File: src/rtl/aes_seq_pkg.sv
// Shared definitions for the AES job sequencer: FSM state encoding,
// job record width and the default per-block address stride.
package aes_seq_pkg;

  // Accelerator address width (word addresses, wraps modulo 4096).
  localparam int ADDR_W = 12;

  // One 128-bit block is four 32-bit words.
  localparam int DEFAULT_STRIDE = 4;

  // Sequencer FSM states.
  typedef enum logic [1:0] {
    IDLE  = 2'd0,
    LOAD  = 2'd1,
    ISSUE = 2'd2,
    WAIT  = 2'd3
  } seq_state_t;

  // Job record packed as {plain_addr, cipher_addr, blocks, new_key}.
  function automatic int job_width(input int cnt_w);
    return 2 * ADDR_W + cnt_w + 1;
  endfunction

endpackage

File: src/rtl/aes_job_fifo.sv
// Synchronous job FIFO with full/empty/occupancy outputs.
// The read data is the head entry (show-ahead), valid whenever empty is low.
module aes_job_fifo #(
  parameter int DEPTH = 4,
  parameter int WIDTH = 33
) (
  input  logic                   clk,
  input  logic                   rst_n,
  input  logic                   push,
  input  logic [WIDTH-1:0]       wdata,
  input  logic                   pop,
  output logic [WIDTH-1:0]       rdata,
  output logic                   full,
  output logic                   empty,
  output logic [$clog2(DEPTH):0] count
);

  localparam int AW = $clog2(DEPTH);

  logic [WIDTH-1:0] mem [DEPTH];
  logic [AW-1:0]    wr_ptr_reg;
  logic [AW-1:0]    rd_ptr_reg;
  logic [AW:0]      count_reg;
  logic             do_push;
  logic             do_pop;

  assign full    = (count_reg == (AW+1)'(DEPTH));
  assign empty   = (count_reg == '0);
  assign count   = count_reg;
  assign rdata   = mem[rd_ptr_reg];
  assign do_push = push && !full;
  assign do_pop  = pop && !empty;

  // Storage write; contents need no reset since occupancy gates every read.
  always_ff @(posedge clk) begin
    if (do_push) begin
      mem[wr_ptr_reg] <= wdata;
    end
  end

  // Pointer and occupancy tracking; pointers wrap naturally (DEPTH is 2^n).
  always_ff @(posedge clk or negedge rst_n) begin
    if (!rst_n) begin
      wr_ptr_reg <= '0;
      rd_ptr_reg <= '0;
      count_reg  <= '0;
    end else begin
      if (do_push) wr_ptr_reg <= wr_ptr_reg + 1'b1;
      if (do_pop)  rd_ptr_reg <= rd_ptr_reg + 1'b1;
      case ({do_push, do_pop})
        2'b10:   count_reg <= count_reg + 1'b1;
        2'b01:   count_reg <= count_reg - 1'b1;
        default: count_reg <= count_reg;
      endcase
    end
  end

endmodule

File: src/rtl/aes_job_sequencer.sv
// AES job sequencer: queues jobs and issues one accelerator start per
// 128-bit block, stepping plaintext/ciphertext addresses by BLOCK_STRIDE.
// Accelerator-facing pulses (start, new_key, job_done, error) are registered.
// Optional watchdog: define AES_SEQ_TIMEOUT_EN to abort a job whose block
// does not complete within TIMEOUT_CYCLES cycles of WAIT.
module aes_job_sequencer
  import aes_seq_pkg::*;
#(
  parameter int FIFO_DEPTH     = 4,
  parameter int CNT_W          = 8,
  parameter int BLOCK_STRIDE   = DEFAULT_STRIDE,
  parameter int TIMEOUT_CYCLES = 1024
) (
  input  logic                        CLK,
  input  logic                        RST_N,
  input  logic                        job_valid,
  output logic                        job_ready,
  input  logic [ADDR_W-1:0]           job_plain_addr,
  input  logic [ADDR_W-1:0]           job_cipher_addr,
  input  logic [CNT_W-1:0]            job_blocks,
  input  logic                        job_new_key,
  output logic                        acc_start,
  output logic                        acc_new_key,
  output logic [ADDR_W-1:0]           acc_plain_address,
  output logic [ADDR_W-1:0]           acc_cipher_address,
  input  logic                        acc_done,
  output logic                        job_done,
  output logic                        busy,
  output logic [$clog2(FIFO_DEPTH):0] jobs_pending,
  output logic                        error
);

  localparam int JOB_W = job_width(CNT_W);

  seq_state_t        state_reg, state_next;
  logic [JOB_W-1:0]  fifo_wdata, fifo_rdata;
  logic              fifo_full, fifo_empty;
  logic              pop, step, finish, timeout_hit;

  logic [ADDR_W-1:0] head_plain, head_cipher;
  logic [CNT_W-1:0]  head_blocks;
  logic              head_new_key;

  logic [ADDR_W-1:0] plain_reg, cipher_reg;
  logic [CNT_W-1:0]  remaining_reg;
  logic              new_key_reg, first_reg;
  logic              start_reg, start_key_reg, job_done_reg;

  assign fifo_wdata = {job_plain_addr, job_cipher_addr, job_blocks, job_new_key};
  assign {head_plain, head_cipher, head_blocks, head_new_key} = fifo_rdata;

  aes_job_fifo #(
    .DEPTH (FIFO_DEPTH),
    .WIDTH (JOB_W)
  ) u_fifo (
    .clk   (CLK),
    .rst_n (RST_N),
    .push  (job_valid),
    .wdata (fifo_wdata),
    .pop   (pop),
    .rdata (fifo_rdata),
    .full  (fifo_full),
    .empty (fifo_empty),
    .count (jobs_pending)
  );

  assign job_ready          = !fifo_full;
  assign busy               = (state_reg != IDLE);
  assign acc_start          = start_reg;
  assign acc_new_key        = start_key_reg;
  assign acc_plain_address  = plain_reg;
  assign acc_cipher_address = cipher_reg;
  assign job_done           = job_done_reg;

`ifdef AES_SEQ_TIMEOUT_EN
  localparam int WD_W = $clog2(TIMEOUT_CYCLES + 1);

  logic [WD_W-1:0] wd_cnt_reg;
  logic            error_reg;

  // A block completing on the last allowed cycle wins over the abort.
  assign timeout_hit = (state_reg == WAIT) && !acc_done &&
                       (wd_cnt_reg == WD_W'(TIMEOUT_CYCLES - 1));
  assign error       = error_reg;

  // Watchdog: counts cycles spent in WAIT, restarted by every block issue.
  always_ff @(posedge CLK or negedge RST_N) begin
    if (!RST_N) begin
      wd_cnt_reg <= '0;
      error_reg  <= 1'b0;
    end else begin
      error_reg <= timeout_hit;
      if (state_reg == ISSUE) begin
        wd_cnt_reg <= '0;
      end else if (state_reg == WAIT) begin
        wd_cnt_reg <= wd_cnt_reg + 1'b1;
      end
    end
  end
`else
  // No watchdog: WAIT holds until the accelerator reports completion.
  assign timeout_hit = 1'b0;
  assign error       = 1'b0;
`endif

  // State register.
  always_ff @(posedge CLK or negedge RST_N) begin
    if (!RST_N) begin
      state_reg <= IDLE;
    end else begin
      state_reg <= state_next;
    end
  end

  // Next-state logic and per-cycle control strobes.
  always_comb begin
    state_next = state_reg;
    pop        = 1'b0;
    step       = 1'b0;
    finish     = 1'b0;
    case (state_reg)
      IDLE: begin
        if (!fifo_empty) begin
          pop        = 1'b1;
          state_next = LOAD;
        end
      end
      LOAD: begin
        if (remaining_reg == '0) begin
          finish     = 1'b1;
          state_next = IDLE;
        end else begin
          state_next = ISSUE;
        end
      end
      ISSUE: begin
        state_next = WAIT;
      end
      WAIT: begin
        if (acc_done) begin
          if (remaining_reg == CNT_W'(1)) begin
            finish     = 1'b1;
            state_next = IDLE;
          end else begin
            step       = 1'b1;
            state_next = ISSUE;
          end
        end else if (timeout_hit) begin
          finish     = 1'b1;
          state_next = IDLE;
        end
      end
      default: begin
        state_next = IDLE;
      end
    endcase
  end

  // Working registers: latch the popped job, count blocks, step addresses.
  always_ff @(posedge CLK or negedge RST_N) begin
    if (!RST_N) begin
      plain_reg     <= '0;
      cipher_reg    <= '0;
      remaining_reg <= '0;
      new_key_reg   <= 1'b0;
      first_reg     <= 1'b0;
    end else begin
      if (pop) begin
        plain_reg     <= head_plain;
        cipher_reg    <= head_cipher;
        remaining_reg <= head_blocks;
        new_key_reg   <= head_new_key;
        first_reg     <= 1'b1;
      end
      if (state_reg == ISSUE) begin
        first_reg <= 1'b0;
      end
      if ((state_reg == WAIT) && acc_done) begin
        remaining_reg <= remaining_reg - CNT_W'(1);
      end
      if (step) begin
        plain_reg  <= plain_reg + ADDR_W'(BLOCK_STRIDE);
        cipher_reg <= cipher_reg + ADDR_W'(BLOCK_STRIDE);
      end
    end
  end

  // Registered accelerator strobes and job retirement pulse.
  always_ff @(posedge CLK or negedge RST_N) begin
    if (!RST_N) begin
      start_reg     <= 1'b0;
      start_key_reg <= 1'b0;
      job_done_reg  <= 1'b0;
    end else begin
      start_reg     <= (state_reg == ISSUE);
      start_key_reg <= (state_reg == ISSUE) && first_reg && new_key_reg;
      job_done_reg  <= finish;
    end
  end

endmodule

File: config.mk
export PLATFORM = sky130hd
export DESIGN_NAME = aes_job_sequencer
export DESIGN_NICKNAME = d
export VERILOG_FILES = /design/src/rtl/aes_seq_pkg.sv /design/src/rtl/aes_job_fifo.sv /design/src/rtl/aes_job_sequencer.sv
export SDC_FILE = /design/constraint.sdc
export NUM_CORES = 1
export LEC_CHECK = 0
export BUFFER_PORTS_ARGS = -buffer_cell sky130_fd_sc_hd__buf_2
export CAP_MARGIN = 10
export CORE_MARGIN = 2
export CORE_UTILIZATION = 59
export CTS_CLUSTER_DIAMETER = 150
export DETAILED_ROUTE_END_ITERATION = 10
export GPL_TIMING_DRIVEN = 1
export PLACE_DENSITY_LB_ADDON = 0.12
export SLEW_MARGIN = 20
export SYNTH_ARGS = -nofsm -noshare
export SYNTH_HDL_FRONTEND = slang
export SYNTH_SLANG_ARGS = --single-unit
File: constraint.sdc
create_clock -name CLK -period 3.1 [get_ports CLK]
set_clock_uncertainty 0.15 [all_clocks]
set_input_delay 0.155 -clock CLK [delete_from_list [all_inputs] [get_ports CLK]]
set_output_delay 0.155 -clock CLK [all_outputs]
set_load 0.1 [all_outputs]
# Word level (Yosys, flattened, before mapping)
# Memory sizes are Yosys's and may differ from the RTL's.
# Cells that the tools add are included.
dict set report word_totals {
  inputBits 37
  reg_bits 46
  n_memories 1
  mem_bits_rw 132
  word_cells 70
}
dict set report classes {
  n_addsub 7
  n_eq_ne 9
  n_reduce_logical 16
  mux 25
}
# name depth width read_ports rd_clocked_by_memory_dff write_ports line_no
set mem_list {}
lappend mem_list {u_fifo.mem 4 33 1 0 1 aes_job_fifo.sv:20} ;# logic [WIDTH-1:0] mem [DEPTH];
# cell n
set ops {}
lappend ops {{$mux W12} 4}
lappend ops {{$add A12 B3 Y12 const B} 2}
lappend ops {{$mux W8} 2}
lappend ops {{$mux W1} 12}
lappend ops {{$reduce_bool A2 Y1} 5}
lappend ops {{$eq A8 B1 Y1 const B} 1}
lappend ops {{$logic_not A8 Y1} 1}
lappend ops {{$mux W2} 4}
lappend ops {{$pmux W2 S4} 1}
lappend ops {{$sub A8 B1 Y8 const B} 1}
lappend ops {{$eq A2 B2 Y1 const B} 3}
lappend ops {{$pmux W3 S2} 1}
lappend ops {{$logic_and A1 B1 Y1} 5}
lappend ops {{$add A2 B1 Y2 const B} 2}
lappend ops {{$eq A2 B1 Y1 const B} 2}
lappend ops {{$ne A2 B2 Y1 const B} 2}
lappend ops {{$add A3 B1 Y3 const B} 1}
lappend ops {{$eq A3 B3 Y1 const B} 1}
lappend ops {{$logic_not A3 Y1} 1}
lappend ops {{$sub A3 B1 Y3 const B} 1}
lappend ops {{$logic_not A1 Y1} 2}
lappend ops {{$logic_not A2 Y1} 1}
lappend ops {{$pmux W1 S2} 1}
lappend ops {{$reduce_and A2 Y1} 1}

# Depth between registers and ports, before layout
# Gate-level depths: netlist of the first run.
dict set report logic_depth {
  ltp_word 6
  depth_mapped 10
  mapped_depth_nobuf 9
}

# By module
# A second synthesis of the first run with hierarchy kept.
dict set report unflattened {
  cells_unflattened 443
  area_unflattened_um2 7332.0
}
# mod area_each_um2 cells_per_inst instances seq_area_each_um2
set by_module_without_submodules {}
lappend by_module_without_submodules {aes_job_fifo 5183.7 211 1 4139.0}
lappend by_module_without_submodules {aes_job_sequencer 2148.3 232 1 975.9}

# Worst setup path before layout of the first run
# Ideal clock, no wire load.
dict set report synth_timing {
  kind {register -> register}
  start {register u_fifo.count_reg[2], in the netlist u_fifo.count[2]}
  end {register u_fifo.count_reg[1], in the netlist u_fifo.count[1]}
  arrival_time_ns 3.194
  period_less_slack_ns 3.471
  slack_ns -0.371
  t_required_ns 2.824
  stages_incl_launch_ff 7
  cell_sequence {dfrtp_1 > nand2_1 > and2_1 > inv_1 > ha_1 > fa_1 > mux2_2}
}
dict set report synth_between {
  elab_cells_between_ends 12
  cone_classes {eq/ne (3); mux (3); reduce/logical (6)}
}
# element line_no
set synth_lines {}
lappend synth_lines {{from (decl)} aes_job_fifo.sv:23} ;# logic [AW:0] count_reg;
lappend synth_lines {{from (signal assigned)} aes_job_fifo.sv:51} ;# 2'b10: count_reg <= count_reg + 1'b1;
lappend synth_lines {{from (signal assigned)} aes_job_fifo.sv:52} ;# 2'b01: count_reg <= count_reg - 1'b1;
lappend synth_lines {{from (signal assigned)} aes_job_fifo.sv:53} ;# default: count_reg <= count_reg;
lappend synth_lines {{$eq A3 B3 Y1 (*)} aes_job_fifo.sv:27} ;# assign full = (count_reg == (AW+1)'(DEPTH));
lappend synth_lines {{$logic_not A1 Y1 (*)} n/a}
lappend synth_lines {{net job_ready} aes_job_sequencer.sv:17} ;# output logic job_ready,
lappend synth_lines {{$logic_and A1 B1 Y1 (*)} aes_job_fifo.sv:31} ;# assign do_push = push && !full;
lappend synth_lines {{$eq A2 B1 Y1 or $eq A2 B2 Y1 (tied branches)} aes_job_fifo.sv:50} ;# case ({do_push, do_pop})
lappend synth_lines {{$pmux W3 S2 or $reduce_bool A2 Y1 (tied branches)} n/a}
# The timed path passes the listed nets; every way through them passes the cells marked *.
# A chain may end at the register's enable or synchronous reset.

# Worst setup path after layout of the first run
dict set report layout_timing {
  start {register u_fifo.count_reg[0], in the netlist u_fifo.count[0]}
  end {register u_fifo.count_reg[2], in the netlist u_fifo.count[2]}
}
dict set report layout_between {
  elab_chain_cells 6
  elab_cells_between_ends 14
  cone_classes {add/sub (2); eq/ne (3); mux (3); reduce/logical (6)}
}
# element line_no
set layout_lines {}
lappend layout_lines {{$logic_not A3 Y1} aes_job_fifo.sv:28} ;# assign empty = (count_reg == '0);
lappend layout_lines {{$mux W1} aes_job_sequencer.sv:123} ;# if (!fifo_empty) begin
lappend layout_lines {{$mux W1} aes_job_sequencer.sv:121} ;# case (state_reg)
lappend layout_lines {{$logic_and A1 B1 Y1} aes_job_fifo.sv:32} ;# assign do_pop = pop && !empty;
lappend layout_lines {{$eq A2 B1 Y1 or $eq A2 B2 Y1 (tied branches)} aes_job_fifo.sv:50}
lappend layout_lines {{$pmux W3 S2 or $reduce_bool A2 Y1 (tied branches)} n/a}
# Parallel ways exist; a longest one is shown, timed or not.

==> results of run 1 <==
-- cell usage after synthesis (2+ instances only) --
cell type	instances	share of area
edfxtp_1	132	0.54
dfrtp_1	46	0.16
mux4_2	33	0.10
nand2_1	31	0.016
nor2_1	21	0.011
nand3_1	19	0.013
inv_1	15	0.0077
and3_1	13	0.011
ha_1	10	0.017
mux2i_1	10	0.014
nor3_1	10	0.0068
buf_2	8	0.0054
a211oi_1	7	0.0071
a311oi_1	6	0.0071
buf_6	5	0.0077
xnor2_1	5	0.0060
buf_4	4	0.0041
a211oi_2	3	0.0051
a21oi_1	3	0.0020
a221o_1	3	0.0041
mux2_2	3	0.0046
o211ai_1	3	0.0031
o21ai_0	3	0.0020
o32ai_1	3	0.0036
a22oi_1	2	0.0020
and2_1	2	0.0017
clkbuf_1	2	0.0010
o221a_2	2	0.0031
o311ai_0	2	0.0024
or2_1	2	0.0017
or3_1	2	0.0017
-- final cells by class --
class | instances | share of cell area
Multi-Input combinational cell | 220 | 0.2303
Sequential cell | 178 | 0.5811
Timing Repair Buffer | 115 | 0.08923
Tap cell | 168 | 0.02387
Clock inverter | 14 | 0.01733
Inverter | 16 | 0.008241
Clock buffer | 18 | 0.04987
-- logic make-up after synthesis --
group	after synthesis	synth area share
DFF	178	0.6958
and+or+nand+nor	110	0.07541
AOI/OAI and AO/OA	46	0.05345
muxes	46	0.1193
buffers and inverters	36	0.02860
adders and majority gates	11	0.01974
xor gates and xnor gates	6	0.007149
other	1	0.0005101
-- cells in the final DEF, fill, tap and decap left out, types with 2 or more instances in the layout --
cell / netlist / routed
o211ai_1: 3 / 3
buf_2: 8 / 67
dfrtp_1: 46 / 44
clkinv_2: 0 / 2
inv_1: 15 / 15
o221a_2: 2 / 2
mux2i_1: 10 / 10
a311oi_1: 6 / 6
a22oi_1: 2 / 2
a211oi_2: 3 / 3
nor2_1: 21 / 21
clkbuf_16: 0 / 17
inv_6: 0 / 4
xnor2_1: 5 / 5
clkinv_4: 0 / 2
o311ai_0: 2 / 2
bufinv_16: 0 / 2
o21ai_0: 3 / 3
and2_1: 2 / 2
mux4_2: 33 / 33
a211oi_1: 7 / 7
o32ai_1: 3 / 3
nor3_1: 10 / 10
or3_1: 2 / 2
a221o_1: 3 / 3
a21oi_1: 3 / 3
edfxtp_1: 132 / 132
clkinvlp_4: 0 / 4
dfrtp_2: 0 / 2
mux2_2: 3 / 3
dlygate4sd3_1: 0 / 36
buf_4: 4 / 12
or2_1: 2 / 2
and3_1: 13 / 13
ha_1: 10 / 10
nand2_1: 31 / 30
nand3_1: 19 / 19
-- where the power goes --
group          total (uW)  leakage, uW  switching (uW)  internal, uW
clock network        2100     0.000280             888          1220
logic                1870      0.00123            1390           477
registers            3430      0.00177             309          3120
total                7400      0.00328            2590          4810
-- per-stage QoR --
stage                     cell area, um^2  total power, uW  std cells  hold WS [ns]  setup WS, ns
after floorplan                      7355             4821        434       -0.2906      0.008362
after global routing                 8806             7697        729        0.1799        0.4317
after detailed placement             7851             5310        661        0.2212        0.5970
final                                8806             7401        729        0.1274        0.6071
after global placement               7851             5237        661        0.2147        0.6535
after CTS                            8803             7450        729        0.3072        0.5817
-- critical path: stages, from the launching register on --
cell	delay [ns]
dfrtp_1	0.44
nor3_1	0.28
or2_1	0.28
clkinv_8	0.19
ha_1	0.28
fa_1	0.38
xnor2_1	0.13
nor2_1	0.12
xor2_1	0.15
-- layer usage --
layer  GRT usage  share of wire
met2      0.3567           0.48
met1      0.3188           0.44
met3     0.05021          0.045
met5           0              0
met4      0.1071          0.033
-- worst max path at each step --
stage                                            from                     endpoint  slack, ns  cells past startpoint
after floorplan           u_fifo.count[0]$_DFFE_PN0P_  u_fifo.count[2]$_DFFE_PN0P_      0.008                      9
after global placement    u_fifo.count[0]$_DFFE_PN0P_  u_fifo.count[2]$_DFFE_PN0P_       0.65                      8
after detailed placement  u_fifo.count[0]$_DFFE_PN0P_  u_fifo.count[2]$_DFFE_PN0P_       0.60                      8
after CTS                 u_fifo.count[0]$_DFFE_PN0P_  u_fifo.count[2]$_DFFE_PN0P_       0.58                      8
after global routing      u_fifo.count[0]$_DFFE_PN0P_  u_fifo.count[2]$_DFFE_PN0P_       0.43                      8
final                     u_fifo.count[0]$_DFFE_PN0P_  u_fifo.count[2]$_DFFE_PN0P_       0.61                      8
==> results.md, run 1 <==
* Syn nets at 482
* Area grow syn2layout at 19.80%
* First-pass GRT wire length at approximately 23000 um
* Reg2Reg Capture Point: u_fifo.count[2]$_DFFE_PN0P_
* Num CTS Buffers at 17
* First DRT Iteration DRCs at between 200 and 300
* DR DRC count at 0
* Slew margin rel. at 0.4145
* Core area at roughly 12000 um^2
* DIE AREA at 13370 um^2
* Post-synth EDFFs at 132
* Final setup viols at 0
* Post-route ant nets at 0
* Reg2reg start: u_fifo.count[0]$_DFFE_PN0P_
* Seq/Total Area, Yosys at 0.6958
* Setup CP Type: register to register
* GR Overflow Total at 0
* Starting Density at 0.6069
* Arrival time worst endpoint at approximately 2.7 ns
* FP Rows at 40
* FF/Latch Area at around 5000 um^2
* TNS Setup at 0 ns
* Estimated wirelength of the detail-placed design at about 8700 um
* Root Driver: clkbuf_16
* Io pins at 70
* Total of max-cap violations at 0
* Synth Instances at roughly 430
* Worst-Margin Slew at a little under 0.9 ns
* Final Core Density at 0.7271
* Slew Limit Fails at 0
* Nets at 596
* Number of diodes at 0
* Initial antenna violation count at 0
* Wire per inst at roughly 20 um
* Power Dens Cells at 840.5 nW/um^2
* IO buf count at between 60 and 70
* Die Height at approximately 120 um
* Max FFs per register at about 130
* Fin crit share at 0.8042
* CP required at 3.30 ns
* Status: finished clean
* Routed vias at roughly 4300
* Main flop type after synthesis: edfxtp_1
* GPL Wtd Cong at roughly 0.8
* Worst-case reg-to-reg path depth at 8
* Largest register by flop count: u_fifo.mem
* Clk sinks at roughly 180
* Die W at 115.6 um
* Cells resized by post-CTS repair at 0
* Unrepaired setup endpoints after global routing: no
* Yosys cell types at 55
* Leak at approximately 0.0033 uW
* HP Class: input port to asynchronous set/reset pin
* Post CTS Setup Buffer Count at 0
* TritonCTS clock tree: done
* Ys async rst share at 0.2584
* Synthesized flop and latch total at ~180
* Hold Buf Count CTS at 36
* Vias per inst at roughly 5.9
* Mapped Avg Cell Area at around 17 um^2
* DR pass1 iterations at 6
* Pin count of the biggest net entering global routing at between 40 and 50
* Fin. Hold Viols at 0
* Final wirelength at about 14000 um
* Multi-input gate area at 2028 um^2
* Fmax at 401.1 MHz
* Share of cells above drive strength 1 at 0.2888
* VDD IR max at around 480 uV
* Critical Path Fanout Max at 35
* Fillers at 803
* Total global-route track usage at 0.2304
* Synth Cell Area at approximately 7400 um^2
* Synth warnings at 0
* Vias in the first global route at roughly 4400
* Kind of start point of the critical path: register
* Skew-Pair Late Insertion Delay at 0.43 ns
* H-Tree Depth at 4
* Post-route minimum period at approximately 2.5 ns
* Buffer depth of the longest clock path at 2
* Reg clk slew, reported paths at approximately 0.060 ns
* Flop2flop setup slack at approximately 0.61 ns
* Crit path capture type: register
No activity file was read; power rests on OpenSTA's default activity.
==> run 2: changes to the inputs <==
--- a/config.mk
+++ b/config.mk
@@ -8,7 +8,7 @@
 export BUFFER_PORTS_ARGS = -buffer_cell sky130_fd_sc_hd__buf_2
 export CAP_MARGIN = 10
 export CORE_MARGIN = 2
-export CORE_UTILIZATION = 59
+export CORE_UTILIZATION = 53
 export CTS_CLUSTER_DIAMETER = 150
 export DETAILED_ROUTE_END_ITERATION = 10
 export GPL_TIMING_DRIVEN = 1
==> constraint.sdc (replaced) <==
create_clock -name CLK -period 2.2 [get_ports CLK]
set_clock_uncertainty 0.15 [all_clocks]
set_input_delay 0.11 -clock CLK [delete_from_list [all_inputs] [get_ports CLK]]
set_output_delay 0.11 -clock CLK [all_outputs]
set_load 0.1 [all_outputs]
==> results.md, run 2 (synthesized netlist as in run 1, its figures left out) <==
* Vias per inst at ~5.6
* Kind of start point of the critical path: register
* Met2 usage at 0.3401
* Total of max-cap violations at 0
* Max FFs per register at around 130
* Placed insts at 683
* Post-Layout Cell Count at about 760
* Initial antenna violation count at 0
* Die W at 121.8 um
* GPL Wtd Cong at 0.8060
* Critical path, cell by cell: buf_4 > nor2_4 > nand2_4 > and2_4 > inv_2 > ha_4 > fa_2 > mux2_2
* Number of diodes at 0
* Vias in the first global route at around 4300
* GR Layer Usage met1 at 0.2890
* Power Dens Cells at between 1000 and 1500 nW/um^2
* Switching share of power at 0.3444
* Status: finished clean
* Starting Density at 0.5358
* Slowest cell on crit path: dfrtp_4
* Root Driver: clkbuf_16
* Core area at about 14000 um^2
* Fin crit share at 0.9699
* Pin count of the biggest net entering global routing at 35
* Largest register by flop count: u_fifo.mem
* Fin. Hold Viols at 0
* Total global-route track usage at 0.2117
* Unrepaired setup endpoints after global routing: no
* First-pass GRT wire length at 23070 um
* Final setup viols at 0
* Worst-Margin Slew at a little under 1 ns
* CP required at about 2.4 ns
* IO buf count at roughly 70
* HP Class: input port to asynchronous set/reset pin
* Io pins at 70
* Routed vias at ~4300
* Fmax at about 470 MHz
* Critical Path Fanout Max at 6
* Slew margin rel. at 0.3591
* TNS Setup at 0 ns
* Flop2flop setup slack at roughly 0.066 ns
* GR peak layer: met2
* Die Height at approximately 120 um
* Internal power at about 7000 uW
* Sequential share of power at 0.454
* Logic pwr share at 0.261
* Post-route minimum period at about 2.1 ns
* FP Rows at between 40 and 50
* Crit path capture type: register
* H-Tree Depth at 4
* Arrival time worst endpoint at between 2 and 2.5 ns
* Largest stage delay, worst path at 0.50 ns
* Skew-Pair Late Insertion Delay at 0.42 ns
* Area grow syn2layout at 23.17%
* Setup CP Type: register to register
* Num CTS Buffers at 17
* Slew Limit Fails at 0
* Wire per inst at 19.43 um
* GR Overflow Total at 0
* Most frequent cells in the layout: edfxtp_1, buf_2, dfrtp_1
* First DRT Iteration DRCs at 232
* Met3 usage at 0.05197
* Share of cells above drive strength 1 at 0.3374
* TritonCTS clock tree: done
* NetSw at between 3000 and 4000 uW
* Commonest non-fill, non-tap cell in the layout: edfxtp_1
* Final wirelength at between 10000 and 15000 um
* Post-route ant nets at 0
* Hold WS at between 0.1 and 0.15 ns
* VDD IR max at between 600 and 700 uV
* Nets at 613
* DIE AREA at 14830 um^2
* DR DRC count at 0
* Clk sinks at approximately 180
* Leak at 0.003375 uW
* Buffer depth of the longest clock path at 2
* DR pass1 iterations at 4
* Clock share of power at 0.285
* Estimated wirelength of the detail-placed design at ~9100 um
* Fillers at about 1000
* Reg clk slew, reported paths at roughly 0.070 ns
run 2: cell count changes in the layout (fill, tap and decap cells not counted), moves of 2 or more:
cell / delta
and3_1: -4
inv_6: -2
dfrtp_4: +3
and3_2: +4
dfrtp_1: -6
dfrtp_2: +3
buf_4: +13
or2_4: +2
buf_12: +2
or2_1: -2
run 2: critical path, delay by kind of cell (launching register included):
family                   cells  cell delay [ns]
flip-flops                   1             0.50
buffers and inverters        2             0.21
adder cells (fa/ha/maj)      2             0.56
multiplexers                 1             0.27
AND/OR/NAND/NOR              3             0.32
run 2: per-stage QoR:
step                      power, uW  cell area, um^2    util  setup WS, ns
after floorplan                6859             7422       -       -0.2377
after global placement         7519             8011  0.5839       0.05686
after detailed placement       7617             8011  0.5839      -0.01149
after CTS                     10710             8977  0.6544       0.02407
after global routing          11130             9054  0.6599       0.01202
final                         10690             9054  0.6599       0.06629
run 2: area by class of cell:
type / count / area [um^2] / share of cell area
Inverter: 16 / 72.57 / 0.008015
Timing Repair Buffer: 131 / 928.4 / 0.1025
Sequential cell: 178 / 5132 / 0.5669
Multi-Input combinational cell: 221 / 2092 / 0.2311
Tap cell: 180 / 225.2 / 0.02488
Clock buffer: 19 / 442.9 / 0.04892
Clock inverter: 13 / 160.2 / 0.01769
run 2: timing repair:
| action | CTS | global route |
|---|---|---|
| pin swaps | 0 | 1 |
| endpoints found under the setup margin | 1 | 8 |
| gates cloned | 0 | 1 |
| gates resized for setup | 1 | 2 |
| hold buffers | 36 | 0 |
| setup buffers | 0 | 6 |
| endpoints found under the hold margin | 163 | 0 |
run 2: final timing paths:
| kind | depth (start not counted) | end | startpoint |
|---|---|---|---|
| max | 8 | u_fifo.count[1]$_DFFE_PN0P_ | u_fifo.count[1]$_DFFE_PN0P_ |
| min | 2 | u_fifo.count[2]$_DFFE_PN0P_ | RST_N |
| max reg2reg | 8 | u_fifo.count[1]$_DFFE_PN0P_ | u_fifo.count[1]$_DFFE_PN0P_ |
| min reg2reg | 2 | acc_cipher_address[1]$_DFFE_PN0P_ | acc_cipher_address[1]$_DFFE_PN0P_ |
| max in group asynchronous | 3 | remaining_reg[7]$_DFFE_PN0P_ | RST_N |
| min in group CLK | 2 | u_fifo.mem[2][13]$_DFFE_PP_ | job_cipher_addr[4] |
run 2: routing by layer:
metal  share of wire  vias to the layer above  routed length, um
met1            0.45                     2168               6566
met5               0                        -                  0
li1                -                     1976                  -
met4           0.012                        0                178
met3           0.049                       14                717
met2            0.49                      122               7263
run 2: power groups by stage:
stage | Sequential, uW | Clock [uW] | Combinational, uW
6_report | 4860 | 3050 | 2790
3_3_place_gp | 4860 | 0 | 2660
4_1_cts | 4850 | 3100 | 2760
5_1_grt | 4940 | 3220 | 2970
2_1_floorplan | 5810 | 0 | 1050
3_5_place_dp | 4920 | 0 | 2700
